<file path="src/rtl/seg_pkg.sv">
// Shared constants for the four-digit seven-segment scanner.
// Segment patterns are active-low {g,f,e,d,c,b,a}.
package seg_pkg;

    localparam logic [6:0] SEG_BLANK = 7'h7F;
    localparam logic [6:0] SEG_LAMP  = 7'h00;

    localparam logic [6:0] SEG_0 = 7'h40;
    localparam logic [6:0] SEG_1 = 7'h79;
    localparam logic [6:0] SEG_2 = 7'h24;
    localparam logic [6:0] SEG_3 = 7'h30;
    localparam logic [6:0] SEG_4 = 7'h19;
    localparam logic [6:0] SEG_5 = 7'h12;
    localparam logic [6:0] SEG_6 = 7'h02;
    localparam logic [6:0] SEG_7 = 7'h78;
    localparam logic [6:0] SEG_8 = 7'h00;
    localparam logic [6:0] SEG_9 = 7'h18;

    localparam logic [3:0] AN_OFF = 4'hF;

    typedef enum logic {
        S_GAP = 1'b0,
        S_ON  = 1'b1
    } scan_state_t;

    // Leading-zero blank mask for digits 3..1; digit 0 is always shown.
    function automatic logic [3:0] lz_blank(input logic [15:0] val, input logic en);
        logic [3:0] b;
        b[3] = en && (val[15:12] == 4'h0);
        b[2] = b[3] && (val[11:8] == 4'h0);
        b[1] = b[2] && (val[7:4] == 4'h0);
        b[0] = 1'b0;
        return b;
    endfunction

endpackage

</file>
<file path="src/rtl/seg_dec.sv">
// BCD nibble to active-low seven-segment pattern; 4'hF lights every segment,
// 4'hA..4'hE go dark.
module seg_dec
    import seg_pkg::*;
(
    input  logic [3:0] nib,
    output logic [6:0] seg
);

    always_comb begin
        seg = SEG_BLANK;
        case (nib)
            4'h0:    seg = SEG_0;
            4'h1:    seg = SEG_1;
            4'h2:    seg = SEG_2;
            4'h3:    seg = SEG_3;
            4'h4:    seg = SEG_4;
            4'h5:    seg = SEG_5;
            4'h6:    seg = SEG_6;
            4'h7:    seg = SEG_7;
            4'h8:    seg = SEG_8;
            4'h9:    seg = SEG_9;
            4'hF:    seg = SEG_LAMP;
            default: seg = SEG_BLANK;
        endcase
    end

endmodule

</file>
<file path="src/rtl/seg_scan_ctrl.sv">
// Multiplexed four-digit seven-segment scanner with per-slot blanking gap,
// frame-synchronous display update, leading-zero blanking and blink.
module seg_scan_ctrl
    import seg_pkg::*;
#(
    parameter int DIV          = 50000,
    parameter int GAP          = 4,
    parameter int BLINK_FRAMES = 64
) (
    input  logic        clk,
    input  logic        rst_n,
    input  logic        ld,
    input  logic [15:0] din,
    input  logic        lzb_en,
    input  logic        blink_en,
    output logic [3:0]  an,
    output logic [6:0]  seg,
    output logic        frame
);

    localparam int CW = (DIV > 1) ? $clog2(DIV) : 1;
    localparam int BW = (BLINK_FRAMES > 1) ? $clog2(BLINK_FRAMES) : 1;
    localparam logic [CW-1:0] CNT_LAST  = CW'(DIV - 1);
    localparam logic [CW-1:0] CNT_GAP   = CW'(GAP);
    localparam logic [BW-1:0] BLNK_LAST = BW'(BLINK_FRAMES - 1);

    scan_state_t   state, state_n;
    logic [CW-1:0] cnt, cnt_n;
    logic [1:0]    dig, dig_n;
    logic [15:0]   disp;
    logic [15:0]   pend;
    logic          pend_v;
    logic [BW-1:0] bcnt;
    logic          blink_off;
    logic          bound;
    logic [3:0]    blank;
    logic [3:0]    nib;
    logic [6:0]    dec_seg;
    logic [3:0]    an_n;
    logic [6:0]    seg_n;

    seg_dec u_dec (
        .nib (nib),
        .seg (dec_seg)
    );

    assign nib   = disp[{dig, 2'b00} +: 4];
    assign blank = lz_blank(disp, lzb_en);
    assign bound = (dig == 2'd3) && (cnt == CNT_LAST);

    always_ff @(posedge clk) begin
        if (!rst_n) begin
            state <= S_GAP;
            cnt   <= '0;
            dig   <= 2'd0;
        end else begin
            state <= state_n;
            cnt   <= cnt_n;
            dig   <= dig_n;
        end
    end

    // State tracks cnt<GAP one cycle ahead so it stays aligned with cnt.
    always_comb begin
        cnt_n   = cnt + 1'b1;
        dig_n   = dig;
        if (cnt == CNT_LAST) begin
            cnt_n = '0;
            dig_n = dig + 2'd1;
        end
        state_n = (cnt_n < CNT_GAP) ? S_GAP : S_ON;

        an_n  = AN_OFF;
        seg_n = SEG_BLANK;
        if (state == S_ON && !(blink_en && blink_off) && !blank[dig]) begin
            an_n[dig] = 1'b0;
            seg_n     = dec_seg;
        end
    end

    always_ff @(posedge clk) begin
        if (!rst_n) begin
            an    <= AN_OFF;
            seg   <= SEG_BLANK;
            frame <= 1'b0;
        end else begin
            an    <= an_n;
            seg   <= seg_n;
            frame <= bound;
        end
    end

    // A coincident ld still lets the old pending value reach disp first.
    always_ff @(posedge clk) begin
        if (!rst_n) begin
            disp   <= 16'h0000;
            pend   <= 16'h0000;
            pend_v <= 1'b0;
        end else begin
            if (bound && pend_v) disp <= pend;
            if (ld) begin
                pend   <= din;
                pend_v <= 1'b1;
            end else if (bound) begin
                pend_v <= 1'b0;
            end
        end
    end

    always_ff @(posedge clk) begin
        if (!rst_n || !blink_en) begin
            bcnt      <= '0;
            blink_off <= 1'b0;
        end else if (bound) begin
            if (bcnt == BLNK_LAST) begin
                bcnt      <= '0;
                blink_off <= ~blink_off;
            end else begin
                bcnt <= bcnt + 1'b1;
            end
        end
    end

endmodule

</file>
<file path="config.mk">
export PLATFORM = sky130hd
export DESIGN_NAME = seg_scan_ctrl
export DESIGN_NICKNAME = d
export VERILOG_FILES = /design/src/rtl/seg_pkg.sv /design/src/rtl/seg_dec.sv /design/src/rtl/seg_scan_ctrl.sv
export SDC_FILE = /design/constraint.sdc
export NUM_CORES = 1
export LEC_CHECK = 0
export BUFFER_PORTS_ARGS = -buffer_cell sky130_fd_sc_hd__buf_2
export CAP_MARGIN = 20
export CORE_ASPECT_RATIO = 2
export CORE_MARGIN = 3
export CORE_UTILIZATION = 53
export DETAILED_ROUTE_END_ITERATION = 10
export GPL_TIMING_DRIVEN = 0
export PLACE_DENSITY = 0.74
export SYNTH_ARGS = -nofsm -noshare
export SYNTH_HDL_FRONTEND = slang
export SYNTH_SLANG_ARGS = --single-unit
</file>
<file path="constraint.sdc">
create_clock -name clk -period 2.3 [get_ports clk]
set_clock_uncertainty 0.1 [all_clocks]
set_input_delay 0.345 -clock clk [delete_from_list [all_inputs] [get_ports clk]]
set_output_delay 0.345 -clock clk [all_outputs]
set_load 0.05 [all_outputs]
</file>
==> results.cfg, run 1 <==
[status]
status = finished with violations
violations = negative setup slack

[floorplan]
dieArea_um2 = 7250
die_w_um = 61.7
start_util_pct = 54.8
core_area_um2 = 6010
ios = 33
rows = 40
die_y_um = 117

[grt]
first_global_vias = 2573
grt_max_degree = 12
grt-ovfl-total = 0
grt_pass1_wl_um = 11500
antenna_found_initial = 0
grt_use_total_pct = 20.9

[power]
p_per_area_nw_per_um2 = 696
sw_frac_of_total_pct = 21.1
leakage_uw = 0.00152
total_power_uw = 2750
internal-power_uw = 2170
clock_power_share_pct = 49.0
comb_power_share_pct = 4.6
p_seq_share_pct = 46.3
ir_drop_mv = 0.558
p_sw_uw = 582

[clock_network]
clk_path_buf_depth = 2
insertion_delay_ns = 0.33
clk_pin_slew_ns = 0.06
cts_root_buf = clkbuf_16
htree_levels = 3
cts_hold_buf = 0
cts_tree = done
clock-sinks = 71
cts_buffers = 9

[setup_path]
crit_slowest_cell = mux4_2
worstSetupPathType = reg -> reg
slowest_delay_ns = 0.51
path_common_cell = buf_6
cp_data_required_time_ns = 2.39
end_kind = flop
crit_chain = buf_6, mux4_2, buf_6, nor2b_4, o21bai_4, a2111oi_4, o31ai_1
critPathMaxFanout = 6
arrival_ns = 2.39
cp_top_family = compound AO/OA/AOI/OAI gates
worstSetupStartpointType = flop
cp_num_buf_inv = 2

[yosys]
async_flop_share_pct = 0
yosys_warnings = 0
ys_ff_latch = 71
synthDistinctLibCells = 42
synth_edf_count = 0
synth_cells = 351
synth_nets = 384
ys_seq_area_share_pct = 43.2
syn_area_per_cell_um2 = 9.38
synth_ff_type = dfxtp_1
syn_area_um2 = 3290

[routing]
routed-via-count = 2612
drt_iter0_markers = 103
wirelength_um = 7010
drc = 0
detail-route-antenna-nets = 0
dr.pass1.iters = 4
viasPerCell = 5.52
wl_per_cell_um = 14.8

[placed_design]
io_buffers = 31
finalWeightedCongestion = 0.843
dp_hpwl_um = 5120

[sta]
fin_crit_sh_pct = 100
rsz0062_at_grt = yes
worst_slack_ns = -0.00154
final-setup-viol-count = 1
tns_ns = -0.00154
max_slew_margin_pct = 53.7
max_freq_mhz = 434
worstMarginPinSlew_ns = 0.695
hold_viol = 0
min_period_ns = 2.30
maxSlewViolCount = 0

[layout]
layout_common_cells = 69 x dfxtp_1, 44 x nor2_1, 40 x nand2_1
nets = 438
n_antenna_cell = 0
final_common_cell = dfxtp_1
area_growth_pct = 20.3
drive_gt1_share_pct = 25.9

[flow_run]
drv_cap = 0

[min_path]
hold_path.class = in -> reg
==> metal layers <==
metal,vias up,wire length (µm),global-route usage [%]
li1,1318,-,-
met1,1226,2600,21.2
met2,49,3970,36.5
met3,19,212,5.05
met4,0,230,11.6
met5,-,0,0
==> power by group through the flow <==
stage               clock network [µW]  logic [µW]  registers, µW
finish                            1350         127           1280
floorplan                            0        67.7           1320
detailed placement                   0         125           1300
global placement                     0         123           1300
global route                      1420         142           1280
CTS                               1380         126           1280
==> worst paths after layout <==
| check | startpoint | to | slack, ns | cells past startpoint |
|---|---|---|---|---|
| setup / recovery | dig[0]$_SDFFE_PN0N_ | seg[2]$_SDFF_PN1_ | -0.002 | 7 |
| hold / removal | din[12] | pend[12]$_SDFFE_PN0P_ | 0.15 | 3 |
| setup reg to reg | dig[0]$_SDFFE_PN0N_ | seg[2]$_SDFF_PN1_ | -0.002 | 7 |
| hold reg to reg | pend[5]$_SDFFE_PN0P_ | disp[5]$_SDFFE_PN0P_ | 0.35 | 2 |
==> cell usage after synthesis (2+ instances only) <==
master | count | area [µm²]
and3_1 | 3 | 18.8
and2_1 | 3 | 18.8
dfxtp_1 | 71 | 1420
nand2b_1 | 2 | 12.5
xnor2_1 | 8 | 70.1
mux2i_1 | 24 | 240
buf_2 | 4 | 20.0
nand4_1 | 11 | 68.8
nor4_4 | 2 | 42.5
ha_1 | 12 | 150
nor4_1 | 6 | 37.5
a21oi_1 | 14 | 70.1
nand3_1 | 8 | 40.0
or3_1 | 3 | 18.8
nor3_1 | 3 | 15.0
o21ai_0 | 9 | 45.0
inv_1 | 9 | 33.8
a211oi_1 | 2 | 15.0
nor2b_1 | 2 | 12.5
xor2_1 | 11 | 96.3
nand2_1 | 41 | 154
clkbuf_1 | 12 | 45.0
a21oi_2 | 10 | 87.6
mux4_2 | 4 | 90.1
and4_1 | 4 | 35.0
o211ai_1 | 2 | 15.0
buf_6 | 4 | 45.0
nand2_2 | 10 | 62.6
nor2_1 | 44 | 165
==> layout make-up <==
type                            instances  area, µm²
Buffer                                 21        130
Fill cell                             515       2050
Timing Repair Buffer                   43        245
Multi-Input combinational cell        250       1760
Sequential cell                        71       1420
Inverter                                9       33.8
Clock inverter                          4       45.0
Clock buffer                           12        246
Tap cell                               63       78.8
==> flip-flops by register name, indices dropped and copies added (netlist names) <==
| signal | count |
|---|---|
| state | 1 |
| frame | 1 |
| an | 4 |
| bcnt | 6 |
| blink_off | 1 |
| pend | 16 |
| dig | 2 |
| cnt | 16 |
| seg | 7 |
| pend_v | 1 |
| disp | 16 |
==> what timing repair did <==
action | in CTS | in global routing
gates resized for setup | 4 | 16
endpoints found under the hold margin | 0 | 0
setup endpoints to repair | 27 | 21
setup buffers | 4 | 8
pin swaps | 3 | 1
==> worst register-to-register path, delay by kind of cell, from the launching register on <==
kind	cells	cell delay (ns)
muxes	1	0.51
buffers and inverters	2	0.27
DFF	1	0.33
AOI/OAI and AO/OA	3	0.82
and+or+nand+nor	1	0.13
==> logic make-up (layout without fill, tap and decap cells) <==
| kind of cell | after synthesis | after routing | synth area share (%) |
|---|---|---|---|
| AO/OA/AOI/OAI | 44 | 44 | 9.50 |
| XOR/XNOR | 19 | 19 | 5.06 |
| adder cells (fa/ha/maj) | 12 | 12 | 4.56 |
| buffers and inverters | 30 | 89 | 4.98 |
| flip-flops | 71 | 71 | 43.2 |
| multiplexers | 28 | 28 | 10.0 |
| AND/OR/NAND/NOR | 147 | 147 | 22.7 |
==> through the flow <==
step / cell area (µm²) / util [%] / setup slack [ns] / cells / hold WS, ns
after floorplan: 3290 / - / 0.0979 / 351 / 0.329
after global placement: 3530 / 58.7 / -0.121 / 445 / 0.344
after detailed placement: 3530 / 58.7 / -0.165 / 445 / 0.348
after CTS: 3850 / 64.1 / 0.00659 / 465 / 0.143
after global routing: 3960 / 65.9 / -0.0589 / 473 / 0.162
final: 3960 / 65.9 / -0.00154 / 473 / 0.153
Power figures use the tool's default switching activity.
==> run 2, diff against run 1 <==
PLACE_DENSITY = 0.79   (was 0.74)
==> run 2 against run 1 <==
  * The flow now finishes without violations
  * Largest power group unchanged
  * Global-route usage up 0.11 points
  * Critical path depth increased by 1
  * Die area is the same
  * Final area about the same
  * Worst hold slack improved by 0.0039 ns
  * Largest cell class unchanged
  * Non-clock buffer count down 2
==> results.cfg, run 2 (synthesis results as in run 1) <==
[floorplan]
die_w_um = 61.7
die_y_um = 117
start_util_pct = 54.8
core_area_um2 = 6010
rows = 40
ios = 33
dieArea_um2 = 7250

[sta]
final-setup-viol-count = 0
worst_slack_ns = 0.0388
hold_viol = 0
max_slew_margin_pct = 53.5
maxSlewViolCount = 0
fin_crit_sh_pct = 98.3
worstMarginPinSlew_ns = 0.697
max_freq_mhz = 442
min_period_ns = 2.26
rsz0062_at_grt = no

[routing]
drt_iter0_markers = 142
routed-via-count = 2637
wl_per_cell_um = 15.0
viasPerCell = 5.62
dr.pass1.iters = 4
drc = 0
wirelength_um = 7040
detail-route-antenna-nets = 0

[clock_network]
clock-sinks = 71
htree_levels = 3
cts_buffers = 9
cts_tree = done
cts_hold_buf = 0
clk_pin_slew_ns = 0.05
clk_path_buf_depth = 2
cts_root_buf = clkbuf_16
insertion_delay_ns = 0.33

[power]
leakage_uw = 0.00151
p_per_area_nw_per_um2 = 685
ir_drop_mv = 0.555

[layout]
layout_common_cells = 69 x dfxtp_1, 44 x nor2_1, 40 x nand2_1
nets = 436
reg_top3 = cnt: 16 flops, disp: 16 flops, pend: 16 flops
area_growth_pct = 20.1
n_antenna_cell = 0
drive_gt1_share_pct = 25.4
n_fill_cell = 504
final_cells = 469
final_common_cell = dfxtp_1

[setup_path]
r2r_setup_slack_ns = 0.04
critPathMaxFanout = 6
cp_data_required_time_ns = 2.41
ff2ff_path_depth = 8
startpoint = dig[0]$_SDFFE_PN0N_
arrival_ns = 2.37
worstSetupStartpointType = flop
worstSetupPathType = reg -> reg
worstReg2RegStart = dig[0]$_SDFFE_PN0N_
reg2reg_to = seg[0]$_SDFF_PN1_
end_kind = flop

[placed_design]
dp_cells = 445
finalWeightedCongestion = 0.893
io_buffers = 31
dp_slack_ns = -0.140
dp_hpwl_um = 5090

[flow_run]
drv_cap = 0

[grt]
grt-ovfl-total = 0
first_global_vias = 2618
antenna_found_initial = 0
grt_pass1_wl_um = 11600
grt_use_total_pct = 21.1
grt_max_degree = 11

[min_path]
min_path_cells = 3
hold_path.class = in -> reg
whs_endpoint = pend[10]$_SDFFE_PN0P_
min_from = din[10]

[status]
status = finished, final reports clean
## run 2: changes by cell type in the layout (fill, tap and decap cells not counted), sizes merged
cell | before | now
bufinv | 1 | 0
buf | 52 | 51
clkinv | 3 | 0
clkbuf | 24 | 25
## run 2: worst max-delay path by stage
stage	to	cells after the start
finish	seg[0]$_SDFF_PN1_	8
global route	state$_SDFF_PN0_	6
CTS	seg[2]$_SDFF_PN1_	7
detailed placement	seg[0]$_SDFF_PN1_	7
global placement	bcnt[3]$_SDFFE_PP0P_	6
floorplan	seg[0]$_SDFF_PN1_	7
## run 2: what timing repair did
item | CTS | global route
setup buffers | 4 | 7
setup endpoints to repair | 27 | 24
resized for setup | 5 | 12
pin swaps | 3 | 3
## run 2: power by group
group | switching (µW) | internal [µW]
Combinational | 80.3 | 52.1
Clock | 466 | 835
Sequential | 16.8 | 1260
Total | 563 | 2150
## run 2: critical path, stage by stage (launching register included)
cell and delay [ns]:
dfxtp_2 0.35, buf_6 0.13, mux4_2 0.51, buf_8 0.15, nor2b_1 0.13, o21bai_4 0.18
a2111oi_4 0.33, buf_4 0.19, o21ai_1 0.07
## run 2: cell type report
class	count	area, µm²	share of cell area [%]
well taps	63	78.8	1.99
inverters	9	33.8	0.854
plain buffers	20	130	3.29
clock buffers	14	284	7.18
flip-flops and latches	71	1420	36.0
repair buffers	42	238	6.01
multi-input cells	250	1770	44.7
## run 2: per-stage QoR
step	power, µW	TNS (ns)	instance area (µm²)	hold slack [ns]	utilization, %
finish	2710	0	3960	0.157	65.9
CTS	2730	0	3850	0.152	64.1
floorplan	1380	0	3290	0.329	-
global route	2790	0	3960	0.166	65.9
global placement	1420	-0.375	3530	0.346	58.7
detailed placement	1430	-1.09	3530	0.344	58.7
## run 2: per-layer routing
metal,wire [µm],GRT usage (%),up-vias
li1,-,-,1314
met1,2510,20.8,1250
met2,4050,37.7,58
met3,238,5.60,15
met4,249,9.83,0
met5,0,0,-
